## src/rtl/adder32_seq.sv

```systemverilog
// adder32_seq: multi-cycle 32-bit add/subtract sequencer.
//
// One 8-bit carry-lookahead slice (Adder08) is shared across four byte
// lanes. The carry out of each byte is registered and fed back as the
// carry into the next byte, so one 32-bit operation takes four BUSY cycles.
//
// Ports:
//   clk, rst             clock, synchronous active-high reset
//   in_valid / in_ready  request handshake (in_ready high only in IDLE)
//   op_sub               0 = in1 + in2, 1 = in1 - in2 (sampled at accept)
//   in1, in2             32-bit operands (sampled at accept)
//   out_valid/out_ready  result handshake (out_valid high only in DONE)
//   out                  32-bit result
//   cout                 carry out of bit 31 (not-borrow for subtract)
//   ovf                  two's-complement signed overflow
//   zero                 result equals zero

// Adder04: 4-bit carry-lookahead nibble. Produces the sum plus group
// generate/propagate so the enclosing slice can look ahead across nibbles.
//   a, b  nibble operands     cin  carry in
//   sum   nibble sum          gg, gp  group generate / propagate
module Adder04 (
  input  logic [3:0] a,
  input  logic [3:0] b,
  input  logic       cin,
  output logic [3:0] sum,
  output logic       gg,
  output logic       gp
);
  logic [3:0] g;
  logic [3:0] p;
  logic [3:0] c;

  always_comb begin
    g = a & b;
    p = a ^ b;
    c[0] = cin;
    c[1] = g[0] | (p[0] & cin);
    c[2] = g[1] | (p[1] & g[0]) | (p[1] & p[0] & cin);
    c[3] = g[2] | (p[2] & g[1]) | (p[2] & p[1] & g[0])
         | (p[2] & p[1] & p[0] & cin);
    sum  = p ^ c;
    gg   = g[3] | (p[3] & g[2]) | (p[3] & p[2] & g[1])
         | (p[3] & p[2] & p[1] & g[0]);
    gp   = &p;
  end
endmodule

// Adder08: 8-bit carry-lookahead slice built from two Adder04 nibbles with
// a second lookahead level for the carry into the high nibble and out.
//   cin        carry in
//   in1, in2   byte operands
//   out        byte sum
//   cout       carry out of bit 7
module Adder08 (
  input  logic       cin,
  input  logic [7:0] in1,
  input  logic [7:0] in2,
  output logic [7:0] out,
  output logic       cout
);
  logic gg_lo, gp_lo, gg_hi, gp_hi;
  logic c4;

  always_comb begin
    c4   = gg_lo | (gp_lo & cin);
    cout = gg_hi | (gp_hi & gg_lo) | (gp_hi & gp_lo & cin);
  end

  Adder04 u_lo (
    .a   (in1[3:0]),
    .b   (in2[3:0]),
    .cin (cin),
    .sum (out[3:0]),
    .gg  (gg_lo),
    .gp  (gp_lo)
  );

  Adder04 u_hi (
    .a   (in1[7:4]),
    .b   (in2[7:4]),
    .cin (c4),
    .sum (out[7:4]),
    .gg  (gg_hi),
    .gp  (gp_hi)
  );
endmodule

module adder32_seq (
  input  logic        clk,
  input  logic        rst,
  input  logic        in_valid,
  output logic        in_ready,
  input  logic        op_sub,
  input  logic [31:0] in1,
  input  logic [31:0] in2,
  output logic        out_valid,
  input  logic        out_ready,
  output logic [31:0] out,
  output logic        cout,
  output logic        ovf,
  output logic        zero
);
  typedef enum logic [1:0] {
    IDLE = 2'd0,
    BUSY = 2'd1,
    DONE = 2'd2
  } state_t;

  state_t      state_q, state_d;
  logic [1:0]  idx_q, idx_d;
  logic        carry_q, carry_d;
  logic [31:0] a_q, a_d;
  logic [31:0] b_q, b_d;
  logic [31:0] res_q, res_d;
  logic        cout_q, cout_d;
  logic        ovf_q, ovf_d;
  logic        zero_q, zero_d;

  logic [7:0]  slice_a, slice_b, slice_sum;
  logic        slice_cout;

  // Byte-lane select feeding the shared slice.
  always_comb begin
    slice_a = a_q[7:0];
    slice_b = b_q[7:0];
    case (idx_q)
      2'd0: begin slice_a = a_q[7:0];   slice_b = b_q[7:0];   end
      2'd1: begin slice_a = a_q[15:8];  slice_b = b_q[15:8];  end
      2'd2: begin slice_a = a_q[23:16]; slice_b = b_q[23:16]; end
      default: begin slice_a = a_q[31:24]; slice_b = b_q[31:24]; end
    endcase
  end

  Adder08 u_adder (
    .cin  (carry_q),
    .in1  (slice_a),
    .in2  (slice_b),
    .out  (slice_sum),
    .cout (slice_cout)
  );

  always_comb begin
    state_d = state_q;
    idx_d   = idx_q;
    carry_d = carry_q;
    a_d     = a_q;
    b_d     = b_q;
    res_d   = res_q;
    cout_d  = cout_q;
    ovf_d   = ovf_q;
    zero_d  = zero_q;

    case (state_q)
      IDLE: begin
        if (in_valid) begin
          // Subtract is A + ~B + 1: invert B here and seed the carry with 1.
          a_d     = in1;
          b_d     = op_sub ? ~in2 : in2;
          carry_d = op_sub;
          idx_d   = '0;
          res_d   = '0;
          state_d = BUSY;
        end
      end
      BUSY: begin
        case (idx_q)
          2'd0:    res_d[7:0]   = slice_sum;
          2'd1:    res_d[15:8]  = slice_sum;
          2'd2:    res_d[23:16] = slice_sum;
          default: res_d[31:24] = slice_sum;
        endcase
        carry_d = slice_cout;
        idx_d   = idx_q + 2'd1;
        if (idx_q == 2'd3) begin
          state_d = DONE;
          cout_d  = slice_cout;
          // Flags use the byte being written this cycle, not the stale res_q.
          ovf_d   = (a_q[31] == b_q[31]) && (slice_sum[7] != a_q[31]);
          zero_d  = (res_q[23:0] == 24'd0) && (slice_sum == 8'd0);
        end
      end
      DONE: begin
        if (out_ready) begin
          state_d = IDLE;
        end
      end
      default: begin
        state_d = IDLE;
      end
    endcase
  end

  always_ff @(posedge clk) begin
    if (rst) begin
      state_q <= IDLE;
      idx_q   <= '0;
      carry_q <= 1'b0;
      a_q     <= '0;
      b_q     <= '0;
      res_q   <= '0;
      cout_q  <= 1'b0;
      ovf_q   <= 1'b0;
      zero_q  <= 1'b0;
    end else begin
      state_q <= state_d;
      idx_q   <= idx_d;
      carry_q <= carry_d;
      a_q     <= a_d;
      b_q     <= b_d;
      res_q   <= res_d;
      cout_q  <= cout_d;
      ovf_q   <= ovf_d;
      zero_q  <= zero_d;
    end
  end

  always_comb begin
    in_ready  = (state_q == IDLE);
    out_valid = (state_q == DONE);
    out       = res_q;
    cout      = cout_q;
    ovf       = ovf_q;
    zero      = zero_q;
  end
endmodule
```

## config.mk

```make
export PLATFORM = sky130hd
export DESIGN_NAME = adder32_seq
export DESIGN_NICKNAME = d
export VERILOG_FILES = /design/src/rtl/adder32_seq.sv
export SDC_FILE = /design/constraint.sdc
export NUM_CORES = 1
export LEC_CHECK = 0
export CAP_MARGIN = 20
export CORE_MARGIN = 4
export CORE_UTILIZATION = 54
export DETAILED_ROUTE_END_ITERATION = 16
export PLACE_DENSITY_LB_ADDON = 0.05
export SETUP_SLACK_MARGIN = 0.02
export SLEW_MARGIN = 5
export SYNTH_ARGS = -nofsm -noshare
export SYNTH_HDL_FRONTEND = slang
export SYNTH_SLANG_ARGS = --single-unit
export TNS_END_PERCENT = 100
```

## constraint.sdc

```tcl
create_clock -name clk -period 6.1 [get_ports clk]
set_clock_uncertainty 0.1 [all_clocks]
set_input_delay 0.61 -clock clk [delete_from_list [all_inputs] [get_ports clk]]
set_output_delay 0.61 -clock clk [all_outputs]
set_load 0.02 [all_outputs]
```

Word level (Yosys, flattened, before mapping)
Index checks and enable logic that the tools add are counted.
{"block": "classes", "add_sub_neg": 1, "n_eq_ne": 14, "muxes": 17, "bitwise_logic": 60, "reduce_logical": 18}
{"cell": "two-way mux 32 bit", "count": 2}
{"cell": "one-hot mux 32 bit (2 select lines)", "count": 1}
{"cell": "one-hot mux 8 bit (3 select lines)", "count": 2}
{"cell": "bitwise AND 1 bit", "count": 32}
{"cell": "two-way mux 8 bit", "count": 4}
{"cell": "NOT 32 bit", "count": 1}
{"cell": "zero test 24 bit", "count": 1}
{"cell": "OR 1 bit", "count": 21}
{"cell": "bitwise XOR 4 bit", "count": 4}
{"cell": "AND reduction 3 bit", "count": 5}
{"cell": "bitwise AND 4 bit", "count": 2}
{"cell": "zero test 8 bit", "count": 1}
{"cell": "two-way mux 2 bit", "count": 4}
{"cell": "!= test 2 x 1 -> 1 bit (second input constant)", "count": 4}
{"cell": "AND reduction 4 bit", "count": 2}
{"cell": "equality test 2 bit (second input constant)", "count": 3}
{"cell": "!= test 2 bit (second input constant)", "count": 3}
{"cell": "one-hot mux 2 bit (3 select lines)", "count": 1}
{"cell": "AND reduction 2 bit", "count": 3}
{"cell": "equality test 2 x 1 -> 1 bit (second input constant)", "count": 2}
{"cell": "zero test 2 bit", "count": 2}
{"cell": "one-hot mux 2 bit (2 select lines)", "count": 1}
{"cell": "OR reduction 3 bit", "count": 1}
{"cell": "adder 2 x 1 -> 2 bit (second input constant)", "count": 1}
{"cell": "other kinds (6)", "count": 7}
{"block": "word_totals", "reg_bits": 104, "input_bits": 69, "out_inout_bits": 37, "word_cells": 122}

Longest topological paths before layout
{"block": "logic_depth", "depth_word": 13, "mapped_depth": 17, "depth_no_buf": 15}

By module
A second synthesis with hierarchy kept.
{"block": "hier_totals", "hier_cells": 554, "area_unflattened_um2": 4775.8}
{"module": "adder32_seq", "n_inst": 1, "cells_each": 508, "area_each_um2": 4395.5, "seq_area_each_um2": 2082.0}
{"module": "Adder04", "n_inst": 2, "cells_each": 22, "area_each_um2": 182.7, "seq_area_each_um2": 0.0}
{"module": "Adder08", "n_inst": 1, "cells_each": 2, "area_each_um2": 15.0, "seq_area_each_um2": 0.0}

Least setup slack after synthesis
OpenSTA, ideal clock, no wires.
{"block": "synth_timing", "kind": "register to register", "start": "reg idx_q[0]", "end": "reg zero_q, in the netlist zero", "setup_ns": 0.069, "t_arrival_ns": 3.717, "required_time_ns": 5.931, "setup_slack_ns": 2.214, "stages_incl_launch_ff": 17, "n_path_buf": 2, "period_less_slack_ns": 3.886, "cell_sequence": "dfxtp_1 -> ha_1 -> inv_1 -> clkbuf_1 -> clkbuf_1 -> a21oi_1 -> ha_1 -> a211oi_1 -> o21bai_1 -> a21oi_1 -> fa_1 -> nor4b_1 -> nand4_1 -> nor2_1 -> nand4_1 -> or4_1 -> o21ai_1"}
{"block": "synth_between", "elab_chain_len": 13}
{"item": "start, declared", "line": "111", "rtl": "logic [1:0] idx_q, idx_d;"}
{"item": "start signal, assigned", "line": "207", "rtl": "idx_q <= idx_d;"}
{"item": "equality test 2 bit (tied with other cells)", "line": "127", "rtl": "case (idx_q)"}
{"item": "one-hot mux 8 bit (3 select lines)", "line": "127"}
{"item": "bitwise XOR 4 bit or bitwise AND 4 bit (tied branches)", "line": "36, 35"}
{"item": "bitwise AND 1 bit (on tied branches)", "line": "43, 44"}
{"item": "OR 1 bit (tied with other cells)", "line": "43", "rtl": "gg = g[3] | (p[3] & g[2]) | (p[3] & p[2] & g[1])"}
{"item": "OR 1 bit or bitwise AND 1 bit (tied branches)", "line": "43, 44"}
{"item": "OR 1 bit", "line": "44", "rtl": "| (p[3] & p[2] & p[1] & g[0]);"}
{"item": "OR 1 bit", "line": "66", "rtl": "c4 = gg_lo | (gp_lo & cin);"}
{"item": "bitwise AND 1 bit (on tied branches)", "line": "38, 39, 41"}
{"item": "OR 1 bit (on tied branches)", "line": "38, 39, 41"}
{"item": "bitwise XOR 4 bit", "line": "42", "rtl": "sum = p ^ c;"}
{"item": "zero test 8 bit", "line": "180", "rtl": "zero_d = (res_q[23:0] == 24'd0) && (slice_sum == 8'd0);"}
{"item": "logical AND 1 bit", "line": "180"}
{"item": "end signal, assigned", "line": "214", "rtl": "zero_q <= zero_d;"}
{"item": "end, declared", "line": "118", "rtl": "logic zero_q, zero_d;"}
Parallel ways exist; a longest one is shown, timed or not.
A chain may end at the register's enable or synchronous reset.

Worst setup path in the final report
Same ends and word-level chain as after synthesis.

==> metrics.csv <==
metric;value;unit
area_growth;24.9;%
root_buffer;clkbuf_8;
synth-edff-count;0;
crit_family;adder cells;
slew_violations;0;
worstPathRequired;6.30;ns
top_layer_used;met4;
critPathMaxFanout;20;
syn_area_per_cell;8.25;um2
critPathArrivalTime;4.66;ns
irDropWorstVdd;0.000178;V
rsz0062_at_grt;false;
setup_viol;0;
ys.flop_type;dfxtp_1;
finalCritPeriodShare;73.1;%
tightest_slew;1.06;ns
cts_sinks;104;
avgRoutedWirePerCell;16.0;um
grt_overflow;0;
gp_congestion;0.878;
drive_above_1_share;3.69;%
slowest_stage;fa_1;
cts_setup_buffers;0;
slew_headroom;29.6;%
ys_seq_elements;104;
grt_usage;23.6;%
yosysWarnings;0;
p_per_area;242;nW/um2
clk_latency;0.36;ns
dr.pass1.iters;8;
hp-start;a_q[8];
post-route-drc-count;0;
min_period;4.46;ns
r2r-start;idx_q[0];
vias;4380;
grt_max_degree;109;
nets;729;
first_iter_violations;335;
totalWireLength;12100;um
hold_path.class;reg2reg;
postSynthCellCount;574;
avgViaCountPerCell;5.80;
ant_nets;0;
met3_length;1010;um
async_reset_ff_share;0;%
status;finished, final reports clean;
min_to;a_q[8];
die_w;102;um
hold_depth;2;
met1Wirelength;5170;um
hold_buffers;0;
max_cap_violations;0;
cts_buffers;9;
antenna_found_initial;0;
netlist_area;4730;um2
rows;33;
ios;106;
cts.htree.levels;3;
critPathMaxStageDelay;0.66;ns
crit_path_end_kind;flip-flop;
path_buf_inv;1;
num_antenna_cells;0;
die_h;102;um
core_area;8380;um2
hold_violations;0;
clk_pin_slew;0.10;ns
yosysTopAreaCell;dfxtp_1;
dp_hpwl;8330;um
grt_pass1_wl;19500;um
syn_nets;657;
netlist.area_leader.share;44.0;%
cellLeakagePower;2.17;nW
crit_chain;inv_1, ha_1, a222oi_1, a21oi_1, ha_1, o21ai_0, o21bai_1, a21oi_1, fa_1, nor4b_1, nand4_1, nor2_1, nand4_1, or4_1, o21ai_1;
grt_pass1_vias;4076;
dr_wl_met2;5720;um
setup-tns-final;0;ns
synth_cell_types;40;
ys_seq_area_share;44.0;%
hold-worst-slack;0.364;ns
ff2ff_path_depth;15;
crit_path_start_kind;flip-flop;
synth_area_leaders;dfxtp_1 (44%), nand2_1 (7.1%), a21oi_1 (7.0%);
dieArea;10300;um2
timing.fmax;224;MHz
clock_path_buffers;2;
rrSetupSlack;1.64;ns
cts_resized;0;
r2r_end;zero;
path_class;reg2reg;
cts_tree;built;
io_buffers;105;
start_util;56.5;%
==> through the flow <==
stage                     cells  instance area [um2]  total power [mW]  setup WS (ns)  util, %
after detailed placement    740                 5740              1.05           1.74     68.5
after CTS                   755                 5920              1.43           1.69     70.6
after global routing        755                 5920              1.49           1.27     70.6
after floorplan             574                 4730             0.935           2.21        -
final                       755                 5920              1.43           1.64     70.6
after global placement      740                 5740              1.04           1.98     68.5
==> power breakdown <==
group / total [mW] / switching (mW) / internal, mW
Sequential: 0.745 / 0.0275 / 0.718
Clock: 0.396 / 0.235 / 0.161
Combinational: 0.289 / 0.159 / 0.129
==> Yosys cell counts, types with 6 or more instances <==
cell type	number
dfxtp_1	104
inv_1	8
a211oi_1	35
a222oi_1	14
nor2_1	85
clkbuf_1	35
nand2_1	90
xnor2_1	33
a22oi_1	19
ha_1	12
a21oi_1	66
nor4_1	6
buf_2	7
o21ai_0	9
==> worst max-delay path by stage <==
stage,start,end,depth (start not counted)
global placement,idx_q[0],zero,15
finish,idx_q[0],zero,15
floorplan,idx_q[0],zero,16
CTS,idx_q[0],zero,15
global route,idx_q[0],zero,15
detailed placement,idx_q[0],zero,15
==> layout make-up <==
type / instances / area, um2
sequential: 104 / 2080
tap: 105 / 131
clock inverter: 5 / 38.8
clock buffer: 10 / 138
multi-input combinational: 416 / 2440
inverter: 8 / 30.0
fill: 709 / 2470
timing repair buffer: 107 / 1060
==> layer usage <==
metal  global-route usage (%)  vias to the layer above
li1                         -                     2135
met4                     7.46                        0
met2                     38.0                      174
met3                     4.20                       14
met1                     32.4                     2057
met5                        0                        -
==> cells in the final DEF (no fill, tap or decap), drive strengths merged, types with 3 or more instances in the layout <==
cell type	Yosys	final
dfxtp	104	104
clkdlybuf4s50	0	103
nand2	90	90
nor2	85	85
a21oi	66	66
a211oi	36	36
xnor2	33	33
a22oi	19	19
a222oi	14	14
ha	12	12
inv	8	11
clkbuf	35	10
o21ai	10	10
nor4	6	6
mux2i	5	5
nand3	5	5
xor2	5	5
and2	5	5
buf	11	4
nand4	3	3
nand2b	3	3
==> worst min-delay path, stage by stage (launching register included) <==
cell     delay (ns)
dfxtp_1        0.32
nand2_1        0.05
a21oi_1        0.05
==> registers in the layout, indices dropped and copies added, names as in the netlist <==
name     cells
a_q         32
b_q         32
out         32
idx_q        2
state_q      2
carry_q      1
cout         1
ovf          1
zero         1
==> cells by family after synthesis <==
group | count (synthesis) | synth area share [%]
simple gates | 204 | 17.6
compound gates | 154 | 21.4
flops | 104 | 44.0
buf+inv | 54 | 4.55
xor+xnor | 38 | 7.19
fa+ha+maj | 14 | 4.02
mux | 6 | 1.29
No activity file was read; power rests on OpenSTA's default activity.
